$ cat src/rtl/fp_div_seq.sv
// fp_div_seq: iterative IEEE-754 single-precision divider (restoring radix-2, one quotient bit per cycle).
// Optional build macro FP_DIV_EARLY_EXIT_EN stops iterating once the partial remainder reaches zero.
module fp_div_seq #(
  parameter int          ITER_BITS = 27,
  parameter logic [31:0] CANON_NAN = 32'h7FC00000
) (
  input  logic        clk,
  input  logic        rst_n,
  input  logic        start,
  output logic        in_ready,
  input  logic [31:0] fp_X,
  input  logic [31:0] fp_Y,
  input  logic [2:0]  r_mode,
  output logic        out_valid,
  input  logic        out_ready,
  output logic [31:0] fp_Z,
  output logic        ovrf,
  output logic        udrf,
  output logic        zer,
  output logic        inf,
  output logic        nan,
  output logic        dz
);
  localparam int QW = ITER_BITS;
  localparam int CW = $clog2(ITER_BITS);

  typedef enum logic [2:0] {
    S_IDLE   = 3'd0,
    S_UNPACK = 3'd1,
    S_ITER   = 3'd2,
    S_ROUND  = 3'd3,
    S_DONE   = 3'd4
  } state_t;

  state_t             state_q;
  logic [31:0]        x_q;
  logic [31:0]        y_q;
  logic [2:0]         rm_q;
  logic               sign_q;
  logic signed [9:0]  e_q;
  logic [24:0]        rem_q;
  logic [23:0]        div_q;
  logic [QW-1:0]      q_q;
  logic [CW-1:0]      idx_q;
  logic [31:0]        zp_q;
  logic [5:0]         flp_q;
  logic [31:0]        fpz_q;
  logic [5:0]         flags_q;
  logic               out_valid_q;
  logic               in_ready_q;

  // Operand classification; exponent zero is treated as zero (subnormals flushed).
  logic x_zero, y_zero, x_inf, y_inf, x_nan, y_nan, res_sign;
  assign x_zero   = (x_q[30:23] == 8'd0);
  assign y_zero   = (y_q[30:23] == 8'd0);
  assign x_inf    = (x_q[30:23] == 8'hFF) && (x_q[22:0] == 23'd0);
  assign y_inf    = (y_q[30:23] == 8'hFF) && (y_q[22:0] == 23'd0);
  assign x_nan    = (x_q[30:23] == 8'hFF) && (x_q[22:0] != 23'd0);
  assign y_nan    = (y_q[30:23] == 8'hFF) && (y_q[22:0] != 23'd0);
  assign res_sign = x_q[31] ^ y_q[31];

  // Special-case results; flag vector is {ovrf, udrf, zer, inf, nan, dz}.
  logic        sp_hit;
  logic [31:0] sp_z_d;
  logic [5:0]  sp_fl_d;
  always_comb begin
    sp_hit  = 1'b1;
    sp_z_d  = 32'd0;
    sp_fl_d = 6'd0;
    if (x_nan || y_nan || (x_zero && y_zero) || (x_inf && y_inf)) begin
      sp_z_d  = CANON_NAN;
      sp_fl_d = 6'b000010;
    end else if (x_inf) begin
      sp_z_d  = {res_sign, 8'hFF, 23'd0};
      sp_fl_d = 6'b000100;
    end else if (y_zero) begin
      sp_z_d  = {res_sign, 8'hFF, 23'd0};
      sp_fl_d = 6'b000101;
    end else if (x_zero || y_inf) begin
      sp_z_d  = {res_sign, 31'd0};
      sp_fl_d = 6'b001000;
    end else begin
      sp_hit = 1'b0;
    end
  end

  // One restoring step; the difference always fits 24 bits when it is taken.
  logic        ge;
  logic [23:0] diff;
  logic [23:0] rem_sub;
  logic [24:0] rem_d;
  logic        iter_last;
  assign ge      = (rem_q >= {1'b0, div_q});
  assign diff    = rem_q[23:0] - div_q;
  assign rem_sub = ge ? diff : rem_q[23:0];
  assign rem_d   = {rem_sub, 1'b0};
`ifdef FP_DIV_EARLY_EXIT_EN
  assign iter_last = (idx_q == {CW{1'b0}}) || (rem_sub == 24'd0);
`else
  assign iter_last = (idx_q == {CW{1'b0}});
`endif

  // Normalize so the hidden bit sits just above norm; exponent follows.
  logic [QW-2:0]     norm;
  logic signed [9:0] e_n;
  always_comb begin
    if (q_q[QW-1]) begin
      norm = q_q[QW-2:0];
      e_n  = e_q;
    end else begin
      norm = {q_q[QW-3:0], 1'b0};
      e_n  = e_q - 10'sd1;
    end
  end

  logic [22:0]       mant;
  logic              guard, sticky, inc;
  logic [23:0]       sum;
  logic signed [9:0] e_r;
  assign mant   = norm[QW-2 -: 23];
  assign guard  = norm[QW-25];
  assign sticky = (|norm[QW-26:0]) | (|rem_q);
  assign sum    = {1'b0, mant} + {23'd0, inc};
  assign e_r    = e_n + $signed({9'd0, sum[23]});

  // Rounding increment decision by mode; unknown encodings round to nearest even.
  always_comb begin
    inc = 1'b0;
    case (rm_q)
      3'b001:  inc = 1'b0;
      3'b010:  inc = sign_q & (guard | sticky);
      3'b011:  inc = ~sign_q & (guard | sticky);
      3'b100:  inc = guard;
      default: inc = guard & (sticky | mant[0]);
    endcase
  end

  // Final packing with overflow saturation policy and flush-to-zero underflow.
  logic [31:0] rd_z_d;
  logic [5:0]  rd_fl_d;
  always_comb begin
    rd_z_d  = {sign_q, e_r[7:0], sum[22:0]};
    rd_fl_d = 6'd0;
    if (e_r >= 10'sd255) begin
      rd_fl_d = 6'b100100;
      case (rm_q)
        3'b001:  rd_z_d = {sign_q, 31'h7F7FFFFF};
        3'b010:  rd_z_d = sign_q ? {1'b1, 8'hFF, 23'd0} : {1'b0, 31'h7F7FFFFF};
        3'b011:  rd_z_d = sign_q ? {1'b1, 31'h7F7FFFFF} : {1'b0, 8'hFF, 23'd0};
        default: rd_z_d = {sign_q, 8'hFF, 23'd0};
      endcase
    end else if (e_r <= 10'sd0) begin
      rd_fl_d = 6'b011000;
      rd_z_d  = {sign_q, 31'd0};
    end else begin
      rd_fl_d = 6'd0;
    end
  end

  // Control FSM with datapath registers and registered outputs.
  always_ff @(posedge clk or negedge rst_n) begin
    if (!rst_n) begin
      state_q     <= S_IDLE;
      x_q         <= 32'd0;
      y_q         <= 32'd0;
      rm_q        <= 3'd0;
      sign_q      <= 1'b0;
      e_q         <= 10'sd0;
      rem_q       <= 25'd0;
      div_q       <= 24'd0;
      q_q         <= {QW{1'b0}};
      idx_q       <= {CW{1'b0}};
      zp_q        <= 32'd0;
      flp_q       <= 6'd0;
      fpz_q       <= 32'd0;
      flags_q     <= 6'd0;
      out_valid_q <= 1'b0;
      in_ready_q  <= 1'b1;
    end else begin
      case (state_q)
        S_IDLE: begin
          if (start) begin
            x_q        <= fp_X;
            y_q        <= fp_Y;
            rm_q       <= r_mode;
            in_ready_q <= 1'b0;
            state_q    <= S_UNPACK;
          end
        end
        S_UNPACK: begin
          sign_q <= res_sign;
          if (sp_hit) begin
            zp_q    <= sp_z_d;
            flp_q   <= sp_fl_d;
            state_q <= S_DONE;
          end else begin
            rem_q   <= {2'b01, x_q[22:0]};
            div_q   <= {1'b1, y_q[22:0]};
            e_q     <= $signed({2'b00, x_q[30:23]}) - $signed({2'b00, y_q[30:23]}) + 10'sd127;
            q_q     <= {QW{1'b0}};
            idx_q   <= CW'(ITER_BITS - 1);
            state_q <= S_ITER;
          end
        end
        S_ITER: begin
          rem_q        <= rem_d;
          q_q[idx_q]   <= ge;
          if (iter_last) begin
            state_q <= S_ROUND;
          end else begin
            idx_q <= idx_q - {{(CW-1){1'b0}}, 1'b1};
          end
        end
        S_ROUND: begin
          zp_q    <= rd_z_d;
          flp_q   <= rd_fl_d;
          state_q <= S_DONE;
        end
        S_DONE: begin
          if (!out_valid_q) begin
            fpz_q       <= zp_q;
            flags_q     <= flp_q;
            out_valid_q <= 1'b1;
          end else if (out_ready) begin
            out_valid_q <= 1'b0;
            in_ready_q  <= 1'b1;
            state_q     <= S_IDLE;
          end
        end
        default: begin
          state_q     <= S_IDLE;
          out_valid_q <= 1'b0;
          in_ready_q  <= 1'b1;
        end
      endcase
    end
  end

  assign in_ready  = in_ready_q;
  assign out_valid = out_valid_q;
  assign fp_Z      = fpz_q;
  assign ovrf      = flags_q[5];
  assign udrf      = flags_q[4];
  assign zer       = flags_q[3];
  assign inf       = flags_q[2];
  assign nan       = flags_q[1];
  assign dz        = flags_q[0];
endmodule

$ cat config.mk
export PLATFORM = sky130hd
export DESIGN_NAME = fp_div_seq
export DESIGN_NICKNAME = d
export VERILOG_FILES = /design/src/rtl/fp_div_seq.sv
export SDC_FILE = /design/constraint.sdc
export NUM_CORES = 1
export LEC_CHECK = 0
export ABC_AREA = 1
export CAP_MARGIN = 20
export CORE_ASPECT_RATIO = 0.7
export CORE_MARGIN = 4
export CORE_UTILIZATION = 25
export CTS_CLUSTER_DIAMETER = 80
export CTS_CLUSTER_SIZE = 28
export DETAILED_ROUTE_END_ITERATION = 8
export GPL_TIMING_DRIVEN = 0
export SLEW_MARGIN = 20
export SYNTH_ARGS = -nofsm -noshare
export SYNTH_HDL_FRONTEND = slang
export SYNTH_SLANG_ARGS = --single-unit
export TNS_END_PERCENT = 50
$ cat constraint.sdc
create_clock -name clk -period 4.3 [get_ports clk]
set_input_delay 1.29 -clock clk [delete_from_list [all_inputs] [get_ports clk]]
set_output_delay 1.29 -clock clk [all_outputs]
set_load 0.01 [all_outputs]
==> qor.csv, run 1 <==
metric,value,unit
status,"complete, no violations",
share of layout cells above drive strength 1,0.103,
initial drt markers,889,
Hold Path Class,flop to flop,
CTS Hold Buffers Added,0,
kind of critical path,flop to flop,
CTS H-tree lvls,1,
IO Count,111,
dominant cells by area after synthesis,"dfrtp_1 44%, nand2_1 12%, a21oi_1 6.4%, inv_1 5.6%, nor2_1 4.9%",
# DRC,0,
non-filler cells in the finished layout,2678,
gr busiest metal,met1,
"top cells by count, synth","435 x nand2_1, 239 x dfrtp_1, 203 x inv_1",
via/cell ratio,4.65,
DR vias,12500,
cts bufs inserted,15,
M1 GR Usage,0.209,
Yosys reg bits,240,
Register Area,6010,sq um
Hold WS,473,ps
Setup Skew,32.5,ps
total die area,58700,sq um
dpl cell area,15800,sq um
TritonRoute pass-1 iters,5,
final worst-path cycle share,0.998,
synthesized area,13700,sq um
largest net degree at the start of global routing,101,
setup violators final,0,
M2 GR Usage,0.205,
row cnt,71,
Final ANT Viol Nets,0,
first-pass GRT wire length,65100,um
setup_tns,0,ps
Num Clock Sinks,240,
sequential area share after synthesis,0.438,
Die Span X,288,um
DP Cell Count,2631,
CTS tree,yes,
Max VDD drop,0.304,mV
gpl congestion,0.906,
Post-synth EDFFs,0,
"Worst Setup Slack, final",7.27,ps
post-synth top area cell,dfrtp_1,
total grt overflow,0,
clk slew on worst S/H paths,110,ps
Worst-Skew Late Latency,520,ps
worst slack at placement,-1030,ps
Gate Count Post-Synth,1789,
WL/cell,15.2,um
"Primary FF master, synth",dfrtp_1,
"slowest stage delay, CP",390,ps
total power,13.5,mW
post-synth cell types,51,
Mean Syn Cell Area,7.66,sq um
"Data required, critical path",4720,ps
endpoints failing hold,0,
initial antenna violation count,1,
met3 GRT Util,0.0212,
RSZ-0062 raised after global routing,yes,
yosys warns,0,
I/O Buffers,110,
Yosys top cell area share,0.437,
final WL,40800,um
Total GRT Usage,0.137,
"Arr. time, crit path",4710,ps
Max Buffers Root-to-Sink,3,
Syn Nets,1906,
Worst setup EP type,flop,
FMAX,0.233,GHz
vias in the first global route,12100,
most frequent CP cell,nor2_4,
post-DP HPWL,31300,um
PwrDens,798,nW/um^2
Pins Over Slew Limit,0,
Leakage,7.66,nW
Die Height,204,um
CTS Root Cell,clkbuf_16,
min cycle time layout,4290,ps
maximum net fanout on the critical path,7,
multi-input logic area,6960,sq um
CORE AREA,53900,sq um
Critical Path Source Type,flop,
Worst-Margin Slew,914,ps
top-count cell post-synth,nand2_1,
crit path max-delay cell type,dfrtp_1,
"Core Util, Final",0.314,
"CP delay by family, top",simple AND/OR/NAND/NOR gates,
initial core utilization,0.254,
Final #Nets,2056,
WP buf/inv,6,
"Design Area, Final",16900,sq um
Layout area overhead,23.6,%
Synth async-reset ratio,1.00,
FILL cells,5712,
Max-slew headroom,0.389,
max_cap viols,0,
-- state kept, by name, summed over array words and instances (netlist names) --
signal,count
state_q,3
div_q,24
x_q,32
zp_q,32
in_ready,1
e_q,10
y_q,32
flags_q,6
idx_q,5
flp_q,6
fp_Z,32
out_valid,1
q_q,27
sign_q,1
rm_q,3
rem_q,25
-- routing by layer --
layer / part of all wire / up-vias
met3: 0.045 / 45
met4: 0.020 / 2
met2: 0.42 / 281
met5: 0.00025 / -
met1: 0.52 / 5994
li1: - / 6138
-- placed cells by master (no fill, tap or decap), drive strengths merged --
cell           instances
a2111oi                1
a21boi                 4
a21o                   5
a21oi                174
a22oi                  1
a31oi                  3
and2                   1
buf                   40
bufbuf                 1
clkbuf                63
clkdlybuf4s50        109
clkinv                 8
clkinvlp               1
dfrtp                239
dfstp                  1
diode                  1
fa                     2
ha                    44
inv                  212
mux2                  17
nand2                447
nand3                 68
nand3b                 1
nand4                 39
nor2                 188
nor2b                  1
nor3                  19
nor4                  13
o211ai                 4
o21a                   4
o21ai                148
o21bai                 7
o22ai                 22
o311ai                 2
or2                    3
xnor2                 21
xor2                  34
-- worst reg2reg max path, delay by kind of cell (launching register included) --
| family | cells | cell delay [ps] |
|---|---|---|
| simple gates | 22 | 2290 |
| flops | 1 | 390 |
| buf+inv | 6 | 490 |
| compound gates | 2 | 340 |
| fa+ha+maj | 3 | 690 |
-- kinds of logic (layout without fill, tap and decap cells) --
kind of cell	count (synthesis)	in the layout	share of synthesized area
muxes	17	17	0.0140
xor gates and xnor gates	55	55	0.0357
DFF	240	240	0.438
AOI/OAI and AO/OA	375	375	0.147
other	0	1	0
adders and majority gates	46	46	0.0431
buffers and inverters	276	434	0.0813
and+or+nand+nor	780	780	0.241
-- worst paths after layout --
kind	cells past startpoint	to	slack, ps	from
worst max-delay path	33	zp_q[22]$_DFFE_PN0P_	7	rm_q[1]$_DFFE_PN0P_
worst min-delay path	2	div_q[23]$_DFFE_PN0P_	470	div_q[23]$_DFFE_PN0P_
worst max register to register	33	zp_q[22]$_DFFE_PN0P_	7	rm_q[1]$_DFFE_PN0P_
worst min register to register	2	div_q[23]$_DFFE_PN0P_	470	div_q[23]$_DFFE_PN0P_
max in group asynchronous	2	rm_q[2]$_DFFE_PN0P_	2610	rst_n
min in group asynchronous	1	rem_q[12]$_DFFE_PN0P_	770	rst_n
-- area by class of cell --
| cell class | instances | share of cell area |
|---|---|---|
| tap | 730 | 0.0539 |
| antenna | 1 | 0.000148 |
| buffer | 61 | 0.0194 |
| multi-input combinational | 1273 | 0.411 |
| clock inverter | 8 | 0.00731 |
| timing repair buffer | 135 | 0.0827 |
| sequential | 240 | 0.355 |
| inverter | 213 | 0.0483 |
| clock buffer | 17 | 0.0226 |
-- where the power goes --
part / total (mW) / switching [mW] / internal (mW) / leakage, nW
sequential: 3.92 / 0.679 / 3.24 / 2.93
combinational: 8.00 / 5.06 / 2.95 / 4.49
clock: 1.60 / 0.894 / 0.702 / 0.244
-- what timing repair did --
| action | 4_1_cts | 5_1_grt |
|---|---|---|
| pin swaps | 19 | 41 |
| gates cloned | 1 | 2 |
| hold endpoints to repair | 0 | 0 |
| setup buffers | 15 | 5 |
| endpoints found under the setup margin | 36 | 36 |
| gates resized for setup | 42 | 95 |
No activity file was read; power rests on OpenSTA's default activity.
==> run 2: changes to the inputs <==
- CORE_ASPECT_RATIO: 0.7 -> 0.75
- SKIP_LAST_GASP: unset -> 1
==> run 2 against run 1 <==
Net effect:
- hold slack got worse by 3.2 ps
- critical path depth shrank 3
- total power up 0.65%
- via count shrank 1.4%
- sequential power about the same
- largest cell class unchanged
==> qor.csv, run 2 (synthesized netlist as in run 1, its figures left out) <==
metric,value,unit,change
Die Height,211,um,+3.4%
reg2reg end,zp_q[1]$_DFFE_PN0P_,,
vias in the first global route,12000,,-0.59%
initial core utilization,0.252,,-0.00199
"Data required, critical path",4740,ps,+20 ps
Int Pwr,6.98,mW,+1.3%
hold path depth,2,,unchanged
max_cap viols,0,,unchanged
"Design Area, Final",16900,sq um,-0.42%
worst r2r src,rm_q[1]$_DFFE_PN0P_,,
"Core Util, Final",0.310,,-0.00378
FMAX,0.237,GHz,+1.9%
"Worst Setup Slack, final",88.6,ps,+81.4 ps
share of layout cells above drive strength 1,0.0929,,-0.0103
CTS tree,yes,,
r2r setup slk,90,ps,+80 ps
Num Clock Sinks,240,,unchanged
first-pass GRT wire length,63700,um,-2.1%
CTS Root Cell,clkbuf_16,,
Clk pwr share,0.142,,+0.024
largest net degree at the start of global routing,95,,-5.9%
row cnt,74,,+4.2%
WP buf/inv,3,,-3
Die Span X,278,um,-3.3%
status,"complete, no violations",,
endpoints failing hold,0,,unchanged
# diodes,0,,-1
gpl congestion,0.890,,-1.8%
Total GRT Usage,0.132,,-0.00509
depth of the most critical reg-to-reg path,30,,-9.1%
sequential share of power,0.287,,-0.003
Final #Nets,2054,,-0.097%
# DRC,0,,unchanged
Pins Over Slew Limit,0,,unchanged
initial drt markers,898,,+1.0%
crit path max-delay cell type,dfrtp_1,,
initial antenna violation count,2,,+1
post-DP HPWL,30800,um,-1.7%
most frequent CP cell,nand2_1,,
Max Buffers Root-to-Sink,3,,unchanged
FILL cells,5739,,+0.47%
via/cell ratio,4.60,,-1.1%
kind of critical path,flop to flop,,
PwrDens,807,nW/um^2,+1.1%
Max-slew headroom,0.387,,-0.00128
WL/cell,15.1,um,-1.1%
CORE AREA,54300,sq um,+0.79%
dpl cell area,15800,sq um,about the same
"slowest stage delay, CP",380,ps,about the same
sw power,6.62,mW,about the same
"Arr. time, crit path",4650,ps,-60 ps
cts bufs inserted,18,,+3
Max VDD drop,0.319,mV,+5.2%
Hold Path Sink,div_q[23]$_DFFE_PN0P_,,
maximum net fanout on the critical path,7,,unchanged
Comb pwr share,0.571,,-0.021
CTS H-tree lvls,1,,unchanged
final WL,40200,um,-1.4%
Worst setup EP type,flop,,
DR vias,12300,,-1.4%
switching share of total power,0.487,,-0.00354
most frequent cells in the layout,"417 x nand2_1, 237 x dfrtp_1, 198 x inv_1",,
Worst-Skew Late Latency,560,ps,+40 ps
Critical Path Source Type,flop,,
total grt overflow,0,,unchanged
I/O Buffers,110,,unchanged
hold path startpoint,div_q[23]$_DFFE_PN0P_,,
total die area,58700,sq um,about the same
IO Count,111,,unchanged
clk slew on worst S/H paths,110,ps,about the same
Setup Skew,45.8,ps,+13.3 ps
"CP delay by family, top",simple AND/OR/NAND/NOR gates,,
"most common cell after layout, fill and taps aside",nand2_1,,
Leakage,7.59,nW,-0.82%
CTS Hold Buffers Added,0,,unchanged
setup violators final,0,,unchanged
final worst-path cycle share,0.979,,-0.0189
TritonRoute pass-1 iters,5,,unchanged
Layout area overhead,23.1,%,
Hold Path Class,flop to flop,,
Final ANT Viol Nets,0,,unchanged
worst slack at placement,-931,ps,+99.3 ps
min cycle time layout,4210,ps,-81.4 ps
Worst-Margin Slew,916,ps,+1.92 ps
RSZ-0062 raised after global routing,yes,,
==> run 2: changes by cell type in the layout (fill, tap and decap cells not counted), moves of 3 or more <==
| cell | previous run | this run |
|---|---|---|
| buf_8 | 5 | 2 |
| inv_12 | 0 | 3 |
| inv_2 | 10 | 7 |
| nand2_1 | 399 | 417 |
| nand2_2 | 33 | 25 |
| nand2_4 | 14 | 4 |
| nand3_2 | 5 | 8 |
| nand3_4 | 4 | 1 |
| nor2_4 | 10 | 7 |
| nor4_2 | 1 | 4 |
| o21ai_0 | 108 | 111 |
==> run 2: what timing repair did <==
item,in CTS,in global routing
buffers inserted,10,5
endpoints found under the setup margin,36,36
cloned,0,3
pin swaps,15,27
resized for setup,37,53
hold endpoints to repair,0,0
==> run 2: layout make-up <==
class	count	area [sq um]	share of cell area
plain buffers	61	317	0.0188
clock buffers	19	454	0.0269
clock inverters	12	234	0.0139
inverters	213	811	0.0481
multi-input cells	1273	6820	0.404
flip-flops and latches	240	6010	0.356
well taps	722	903	0.0536
repair buffers	130	1320	0.0781
==> run 2: worst min-delay path: cells and delay by family, from the launching register on <==
| family | cells | cell delay [ps] |
|---|---|---|
| flip-flops | 1 | 340 |
| buffers and inverters | 1 | 50 |
| AND/OR/NAND/NOR | 1 | 60 |
==> run 2: per-stage QoR <==
step | TNS, ps | hold WS, ps | total power, mW | cells
after detailed placement | -30560 | 446 | 11.3 | 2623
after CTS | -12.6 | 471 | 13.5 | 2662
final | 0 | 470 | 13.6 | 2670
after floorplan | 0 | 426 | 9.07 | 1789
after global routing | -6570 | 478 | 14.8 | 2670
after global placement | -2051500 | 446 | 11.2 | 2621
==> run 2: layer usage <==
metal	track usage	routed length [um]
met1	0.196	20100
met2	0.203	17000
met3	0.0230	2120
met4	0.0295	946
met5	0	8
==> run 2: worst max-delay path by stage <==
stage	start	endpoint	slack (ps)	depth (start not counted)
after detailed placement	q_q[26]$_DFFE_PN0P_	zp_q[22]$_DFFE_PN0P_	-930	32
after floorplan	q_q[26]$_DFFE_PN0P_	zp_q[0]$_DFFE_PN0P_	90	33
after global placement	rst_n	fp_Z[27]$_DFFE_PN0P_	-8450	1
after CTS	rm_q[1]$_DFFE_PN0P_	zp_q[22]$_DFFE_PN0P_	-10	32
after global routing	rm_q[1]$_DFFE_PN0P_	zp_q[16]$_DFFE_PN0P_	-230	33
final	rm_q[1]$_DFFE_PN0P_	zp_q[1]$_DFFE_PN0P_	90	30
==> run 2: power by group through the flow <==
stage	Sequential [mW]	Combinational, mW	Clock (mW)
floorplan	3.81	5.26	0
global placement	3.91	7.27	0
detailed placement	3.93	7.39	0
CTS	3.90	7.56	2.00
global route	4.03	8.74	2.07
finish	3.91	7.76	1.93
